<file path="src/rtl/occupancy_monitor.sv">
// occupancy_monitor: saturating occupancy counter with registered level flags and overflow/underflow alarm
// Ports:
//    clk          rising-edge clock
//    reset        synchronous active-high reset
//    up_count     one arrival this cycle
//    down_count   one departure this cycle
//    alarm_clr    clears alarm_cause (only when OCC_ALARM_LATCH_EN is defined)
//    count        current occupancy
//    empty_flag   count == 0
//    full_flag    count == CAP
//    almost_empty count <= AE_LVL
//    almost_full  count >= AF_LVL
//    alarm        OR of alarm_cause bits
//    alarm_cause  bit1 overflow, bit0 underflow
//    err_cnt      saturating count of overflow/underflow events
// Macro OCC_ALARM_LATCH_EN: defined -> alarm_cause sticky until alarm_clr/reset;
// undefined -> alarm_cause is a one-cycle pulse per event and alarm_clr is ignored.
module occupancy_monitor #(
   parameter int CNT_W  = 3,
   parameter int CAP    = 7,
   parameter int AF_LVL = 6,
   parameter int AE_LVL = 1
) (
   input  logic             clk,
   input  logic             reset,
   input  logic             up_count,
   input  logic             down_count,
   input  logic             alarm_clr,
   output logic [CNT_W-1:0] count,
   output logic             empty_flag,
   output logic             full_flag,
   output logic             almost_empty,
   output logic             almost_full,
   output logic             alarm,
   output logic [1:0]       alarm_cause,
   output logic [7:0]       err_cnt
);
   typedef enum logic [1:0] {S_EMPTY, S_PARTIAL, S_FULL} occ_e;
   localparam logic [CNT_W-1:0] CAP_C = CNT_W'(CAP);
   localparam logic [CNT_W-1:0] AF_C  = CNT_W'(AF_LVL);
   localparam logic [CNT_W-1:0] AE_C  = CNT_W'(AE_LVL);
   occ_e             st_q, st_d;
   logic [CNT_W-1:0] cnt_q, cnt_d;
   logic [1:0]       cause_q, cause_d;
   logic [7:0]       err_q, err_d;
   logic             empty_q, full_q, ae_q, af_q, alarm_q;
   logic             up_only, dn_only, ovf, unf;
`ifndef OCC_ALARM_LATCH_EN
   logic             unused_clr;
   assign unused_clr = alarm_clr;
`endif
   always_comb begin
      up_only = up_count & ~down_count;
      dn_only = down_count & ~up_count;
      // state tracks cnt_q, so FULL/EMPTY decide saturation without a compare
      ovf     = up_only & (st_q == S_FULL);
      unf     = dn_only & (st_q == S_EMPTY);
      cnt_d   = (up_only & ~ovf) ? cnt_q + CNT_W'(1) : (dn_only & ~unf) ? cnt_q - CNT_W'(1) : cnt_q;
      st_d    = (cnt_d == '0) ? S_EMPTY : (cnt_d == CAP_C) ? S_FULL : S_PARTIAL;
`ifdef OCC_ALARM_LATCH_EN
      // a coincident clear drops old causes but keeps this cycle's event
      cause_d = alarm_clr ? {ovf, unf} : (cause_q | {ovf, unf});
`else
      cause_d = {ovf, unf};
`endif
      err_d   = ((ovf | unf) && err_q != 8'hff) ? err_q + 8'd1 : err_q;
   end
   always_ff @(posedge clk) begin
      if (reset) begin
         st_q    <= S_EMPTY;
         cnt_q   <= '0;
         cause_q <= '0;
         err_q   <= '0;
         empty_q <= 1'b1;
         full_q  <= 1'b0;
         ae_q    <= 1'b1;
         af_q    <= 1'b0;
         alarm_q <= 1'b0;
      end else begin
         st_q    <= st_d;
         cnt_q   <= cnt_d;
         cause_q <= cause_d;
         err_q   <= err_d;
         empty_q <= st_d == S_EMPTY;
         full_q  <= st_d == S_FULL;
         ae_q    <= cnt_d <= AE_C;
         af_q    <= cnt_d >= AF_C;
         alarm_q <= |cause_d;
      end
   end
   assign count        = cnt_q;
   assign empty_flag   = empty_q;
   assign full_flag    = full_q;
   assign almost_empty = ae_q;
   assign almost_full  = af_q;
   assign alarm        = alarm_q;
   assign alarm_cause  = cause_q;
   assign err_cnt      = err_q;
endmodule

</file>
<file path="config.mk">
export PLATFORM = sky130hd
export DESIGN_NAME = occupancy_monitor
export DESIGN_NICKNAME = d
export VERILOG_FILES = /design/src/rtl/occupancy_monitor.sv
export SDC_FILE = /design/constraint.sdc
export NUM_CORES = 1
export LEC_CHECK = 0
export CAP_MARGIN = 20
export CORE_UTILIZATION = 46
export DETAILED_ROUTE_END_ITERATION = 6
export MAX_ROUTING_LAYER = met4
export PLACE_DENSITY_LB_ADDON = 0.3
export SLEW_MARGIN = 10
export SYNTH_ARGS = -nofsm -noshare
export SYNTH_HDL_FRONTEND = slang
export SYNTH_SLANG_ARGS = --single-unit
</file>
<file path="constraint.sdc">
create_clock -name clk -period 1.7 [get_ports clk]
set_input_delay 0.34 -clock clk [delete_from_list [all_inputs] [get_ports clk]]
set_output_delay 0.34 -clock clk [all_outputs]
set_load 0.005 [all_outputs]
</file>
==> results.txt <==
- Run status: finished, final reports clean
- Detailed placement finished with a half-perimeter wire length of 1.26 mm.
- For this design the ratio of total power to cell area is 799 mW/mm².
* Sequential cell area fraction in the yosys report: 0.448
* Total wire length: 1.65 mm
* Portion of synthesized cell area occupied by the leading cell type: 0.448
- Number of remaining DRC errors: 0
- Chip height: 45.0 µm
* Setup repair after global routing missed its margin: no
* Total non-filler cell area in the finished layout: 0.00119 mm²
- First-pass GRT wire length: 2.74 mm
- Of the total power, the share spent switching nets is 0.271.
- Number of H-tree levels: 1
- Hold is met by 562 ps.
- The startpoint identified for the worst register-to-register timing path is err_cnt[1].
- Total I/O pin count: 23
* Routed Antenna Nets: 0
* WP data arrival: 1820 ps
- Crit path max-delay cell type: sky130_fd_sc_hd__clkdlybuf4s50_1
- Post-synthesis async set-or-reset flop share: 0
- Count of inserted antenna diode cells: 0
- Utilization of the core after routing: 0.692
* Lkg Pwr: 0.000470 µW
- Worst Clk Skew: 3.46 ps
* Power share of the combinational group: 0.238
- The first routing iteration left 14 violations.
* Clk sinks: 19
- Placement-stage cell area: 0.00115 mm²
- Yosys top cell by area: sky130_fd_sc_hd__dfxtp_1
- Traced cell by cell, the critical path runs through clkdlybuf4s50_1 -> and2b_4 -> o21ai_0 -> o2111ai_1 -> o21a_1 -> o311a_1.
- After floorplanning, the core was divided into 15 placement rows.
- Layout filler cell count: 157
* Hold Startpoint: err_cnt[7]
- Peak per-stage delay on the critical path: 490 ps
- The worst setup path is captured at a flip-flop.
* Vias post-DR: 743
- In this run the power spent charging and discharging nets is 259 µW.
* Syn_area_per_cell: 9.65 µm²
- Inst Count DP: 142
* Area growth syn-to-layout: 40.6%
- Combined global-route utilization of all metal layers: 0.191
* Cell count after synthesis: 88
- Worst-Skew Late Latency: 290 ps
- TritonCTS built the clock tree.
- Measured along the x axis, the die boundary spans 45.0 µm.
- Sum of negative setup slack: 0 ps
- The internal power of the cells totals 696 µW.
* Total area of multi-input combinational cells: 454 µm²
* Final Critical Period: 1630 ps
- In this run the worst path has a maximum fanout of 7.
- The share of total power dissipated in the clock network is 0.228.
* Number of hold-slack violations in the final timing report: 0
- Highest ir drop seen on vdd: 0.481 mV
- The initial utilization of the core area, before any placement, comes to 0.492.
* Vias in the first global route: 666
- Counting flops and latches in the post-synthesis netlist gives 19.
- Final weighted congestion in routability-driven placement: 0.820
- Sequential share of power: 0.534
- Primary flip-flop cell chosen by synthesis mapping: sky130_fd_sc_hd__dfxtp_1
* Overflow left after global routing: 0
- Non-filler cells, final: 146
- Measured against its own limit, the worst slew margin works out to 0.768.
* Area used by sequential logic in the layout: 382 µm²
* Buffer levels on the longest clock path: 2
* Combined area of all synthesized cells: 850 µm²
* Initial antenna violation count: 0
- The setup path with the least slack is of type input port to flip-flop.
- Number of I/O port buffers: 21
- The tree is rooted in a sky130_fd_sc_hd__clkbuf_4.
* CP startpoint: up_count
- Yosys printed 0 warnings.
- Final Net Count: 130
* Startpoint type of the worst setup path: input port
- Across the run, the number of max-cap violations was 0.
* Number of buffers added to fix hold violations after cts: 0
- Total Die Area: 0.00202 mm²
- The max-slew violation total from the final report came to 0.
- In this run the standard cell core region covers 0.00173 mm².
* Clock buffer count from CTS: 3
* Count of TritonRoute iterations in the first routing pass: 4
* Final-report setup violation count: 0
- Synthesis produced a netlist with a net count of 96.
- Data on the critical path is required at its endpoint by 1890 ps.
- Entering global routing, the biggest net connects 12 pins.
- After synthesis, the netlist uses 30 different library cells.
- After clock tree synthesis, the clock-pin slew on the worst setup and hold paths is 100 ps.
- In the final routed layout, each cell accounts on average for 11.3 µm.
- In the finished design, the share of the clock period the worst path needs comes to 0.956.
- Kind of path behind the tightest hold check: flip-flop to flip-flop
* Routed vias/inst: 5.09
- Ranking of synthesized cells by area: sky130_fd_sc_hd__dfxtp_1, sky130_fd_sc_hd__nor2_1, sky130_fd_sc_hd__xor2_1, sky130_fd_sc_hd__ha_1, sky130_fd_sc_hd__nand2_1
- For the pin with the worst max-slew slack, the measured transition is 342 ps.
- Max Clock Freq: 0.615 GHz
* EDFF count, synth: 0
- In the final layout, the share of cells above drive strength 1 is 0.198.
## per-stage QoR
stage	setup WS (ps)	power [µW]
2_1_floorplan	276	627
3_3_place_gp	-218	735
3_5_place_dp	-250	742
4_1_cts	62.1	965
5_1_grt	19.9	1020
6_report	74.4	955
## cell usage in the layout (no fill, tap or decap), types with 2 or more instances in the layout
| cell | synthesis | layout |
|---|---|---|
| sky130_fd_sc_hd__nand4_1 | 4 | 4 |
| sky130_fd_sc_hd__nand2_1 | 7 | 7 |
| sky130_fd_sc_hd__and2b_4 | 2 | 2 |
| sky130_fd_sc_hd__buf_4 | 1 | 10 |
| sky130_fd_sc_hd__ha_1 | 3 | 3 |
| sky130_fd_sc_hd__o211ai_1 | 3 | 3 |
| sky130_fd_sc_hd__dfxtp_1 | 19 | 18 |
| sky130_fd_sc_hd__and3_1 | 2 | 2 |
| sky130_fd_sc_hd__nand3_1 | 4 | 4 |
| sky130_fd_sc_hd__nor2_1 | 12 | 12 |
| sky130_fd_sc_hd__clkbuf_4 | 0 | 3 |
| sky130_fd_sc_hd__xor2_1 | 5 | 5 |
| sky130_fd_sc_hd__nor4b_1 | 2 | 2 |
| sky130_fd_sc_hd__inv_1 | 3 | 3 |
| sky130_fd_sc_hd__clkdlybuf4s50_1 | 0 | 21 |
| sky130_fd_sc_hd__xnor2_1 | 3 | 3 |
## synthesized netlist by cell type, drive strengths merged (2+ instances only)
| cell type | count |
|---|---|
| and2b | 2 |
| and3 | 2 |
| dfxtp | 19 |
| ha | 3 |
| inv | 4 |
| mux2i | 2 |
| nand2 | 7 |
| nand3 | 4 |
| nand4 | 4 |
| nor2 | 12 |
| nor3 | 3 |
| nor4 | 2 |
| nor4b | 2 |
| o211ai | 3 |
| o21ai | 2 |
| xnor2 | 4 |
| xor2 | 5 |
## critical path: cells and delay by family
kind | cells | cell delay, ps
and+or+nand+nor | 1 | 230
AOI/OAI and AO/OA | 4 | 760
buffers and inverters | 1 | 490
## final timing paths
| path | slack, ps | to | depth (start not counted) |
|---|---|---|---|
| worst max-delay path | 70 | st_q[0] | 6 |
| worst min-delay path | 560 | err_cnt[7] | 2 |
| worst max register to register | 110 | err_cnt[0] | 7 |
| worst min register to register | 560 | err_cnt[7] | 2 |
## sequential cells by signal, summed over array words and instances (netlist names)
register and count:
count 3, almost_full 1, alarm 1, empty_flag 1, alarm_cause 2, almost_empty 1
err_cnt 8, st_q 2
## layout make-up
type                       count  area share
tap                           25      0.0262
sequential                    19       0.319
multi-input combinational     63       0.380
clock inverter                 1     0.00419
timing repair buffer          31       0.239
inverter                       4      0.0126
clock buffer                   3      0.0188
## repair_timing
item                                   in CTS  in global routing
setup endpoints to repair                   0                  2
gates resized for setup                     0                  3
endpoints found under the hold margin       0                  0
setup buffers                               0                  0
## power by group through the flow
stage | Clock, µW | Sequential, µW | Combinational, µW
2_1_floorplan | 0 | 505 | 122
3_3_place_gp | 0 | 515 | 220
3_5_place_dp | 0 | 518 | 224
4_1_cts | 231 | 508 | 226
5_1_grt | 256 | 516 | 251
6_report | 218 | 510 | 227
## layer usage
layer | wire length, µm | global-route usage
met1 | 728 | 0.214
met2 | 814 | 0.325
met3 | 70 | 0.0360
met4 | 32 | 0.0909
met5 | 0 | -
## kinds of logic after synthesis
logic type | synth area share
adders and majority gates | 0.0442
AOI/OAI and AO/OA | 0.0884
buffers and inverters | 0.0309
muxes | 0.0383
and+or+nand+nor | 0.249
DFF | 0.448
xor gates and xnor gates | 0.102
Note: power is estimated with default switching activity, not from simulation.
==> RTL edit: new RTL, same flow settings <==
Re-encode `occ_e` (3 values) as one-hot, 3 bits wide.
--- a/src/rtl/occupancy_monitor.sv
+++ b/src/rtl/occupancy_monitor.sv
@@ -35,7 +35,7 @@
    output logic [1:0]       alarm_cause,
    output logic [7:0]       err_cnt
 );
-   typedef enum logic [1:0] {S_EMPTY, S_PARTIAL, S_FULL} occ_e;
+   typedef enum logic [2:0] {S_EMPTY = 3'b001, S_PARTIAL = 3'b010, S_FULL = 3'b100} occ_e;
    localparam logic [CNT_W-1:0] CAP_C = CNT_W'(CAP);
    localparam logic [CNT_W-1:0] AF_C  = CNT_W'(AF_LVL);
    localparam logic [CNT_W-1:0] AE_C  = CNT_W'(AE_LVL);
Formal check against the unedited RTL: no difference found for any inputs over 10 cycles, from zero or initial values and one cycle with reset high; not proved beyond that.
==> RTL edit against the unedited design <==
The flow now finishes with violations (negative setup slack); fmax down 5.4%; cell area up 14%; sequential cell count up 1; critical path depth unchanged; area after synthesis up 7.4%; setup slack worse by 93 ps; routed wire length up 35%; largest cell class unchanged.
Power is not compared: it rests on default switching activity, and its combinational part moved more than twofold at a synthesized area within 25%.
==> RTL edit: results (changes against the unedited design) <==
- Post-Syn Nets: 106 (+10%)
- CTS Buf Count: 3 (unchanged)
- Ys async rst share: 0 (unchanged)
- Clock skew: 1.61 ps (-1.85 ps)
- First-pass GRT wire length: 3300 um (+20%)
- Clock-pin slew on the worst setup and hold paths: 120 ps (+20 ps)
- Worst Hold Class: reg2reg
- Nets@finish: 141 (+8.5%)
- Clock Tree Buf Depth: 2 (unchanged)
- Run status: finished, violations left
- Leakage: 0.000508 uW
- Clk Latency, worst-skew pair: 300 ps
- H-tree depth: 1 (unchanged)
- Antenna violations before repair: 0 (unchanged)
- Crit path max-delay cell type: dfxtp_4
- Vias per cell: 5.55 (+9.0%)
- Post-synth cell types: 37 (+23%)
- WL final: 2230 um (+35%)
- Final Worst Setup Slack: -18.2 ps (-92.5 ps)
- Vias: 871 (+17%)
- Fill cell count: 124 (-21%)
- DR pass1 iterations: 4 (unchanged)
- Critical Path AT: 1920 ps (+100 ps)
- Largest net degree at the start of global routing: 15 (+3)
- Final GP Congestion: 0.802 (-2.2%)
- HPWL after DPL: 1490 um (+19%)
- Peak supply drop: between 0.8 and 0.9 mV
- Slew @ Worst Pin: 382 ps (+39.6 ps)
- Area contributors post-synth: dfxtp_1 (44%), xnor2_1 (6.7%), nor2_1 (5.3%)
- Antenna Cells: 0 (unchanged)
- Layout cells sized above 1: 0.280 (+0.0820)
- # setup viols final: 1 (+1)
- Total Routing Usage GR: 0.227 (+0.0359)
- Number of port buffers: 21 (unchanged)
- Synth Warn #: 0 (unchanged)
- Initial DRC count: 11 (-3)
- Clk root buf: clkbuf_4
- Register area share after synthesis: 0.439 (-0.00876)
- Vias in the first global route: 765 (+15%)
- Max FO, Critical Path: 7 (unchanged)
- Top delay family on crit path: simple AND/OR/NAND/NOR gates
- Failing checks: negative setup slack
- Largest stage delay, worst path: 390 ps (-100 ps)
- Placed cell count: 151 (+6.3%)
- Mapped Cells: 98 (+11%)
- Top cells by count, synth: dfxtp_1 (20), nor2_1 (13), xnor2_1 (7)
==> RTL edit: kinds of logic after synthesis <==
family                   share of synthesized area
AO/OA/AOI/OAI                                0.119
XOR/XNOR                                    0.0672
flip-flops                                   0.439
adder cells (fa/ha/maj)                     0.0412
buffers and inverters                       0.0329
AND/OR/NAND/NOR                              0.300
==> RTL edit: routing by layer <==
metal | GRT usage | vias to the layer above | part of all wire
met2 | 0.350 | 15 | 0.51
li1 | - | 420 | -
met1 | 0.287 | 431 | 0.45
met4 | 0.124 | 0 | 0.016
met3 | 0.0235 | 5 | 0.023
met5 | - | - | 0
==> RTL edit: report_power, final <==
part | leakage (uW) | internal (uW) | total, uW | switching, uW
clock | 0.0000279 | 238 | 391 | 152
sequential | 0.000165 | 531 | 576 | 45.6
combinational | 0.000316 | 281 | 496 | 214
total | 0.000508 | 1050 | 1460 | 412
==> RTL edit: worst min-delay path, cell delays in order, from the launching register on <==
cell and delay (ps):
dfxtp_1 350, o41ai_1 70, a21oi_1 60
==> RTL edit: worst paths after layout <==
path,start,cells after the start,slack (ps),endpoint
max,st_q[2],6,-20,st_q[1]
min,err_cnt[6],2,520,err_cnt[6]
max reg2reg,st_q[2],6,-20,st_q[1]
min reg2reg,err_cnt[6],2,520,err_cnt[6]
==> RTL edit: stage by stage <==
step	worst slack, ps	TNS (ps)	area (um2)	hold WS, ps
finish	-18.2	-18.2	1360	519
global route	-69.1	-193	1360	544
CTS	0.540	0	1310	512
detailed placement	-473	-6320	1220	489
global placement	-391	-4980	1220	481
floorplan	26.8	0	918	475
==> RTL edit: cell type report <==
type,count,area share
Inverter,3,0.00826
Clock buffer,3,0.0165
Multi-Input combinational cell,72,0.409
Tap cell,25,0.0230
Sequential cell,20,0.301
Clock inverter,1,0.0220
Timing Repair Buffer,33,0.220
==> RTL edit: timing repair <==
action                                  CTS  global route
endpoints found under the setup margin   15            13
buffers inserted                          1             1
gates resized for setup                   9            11
pin swaps                                 2             3
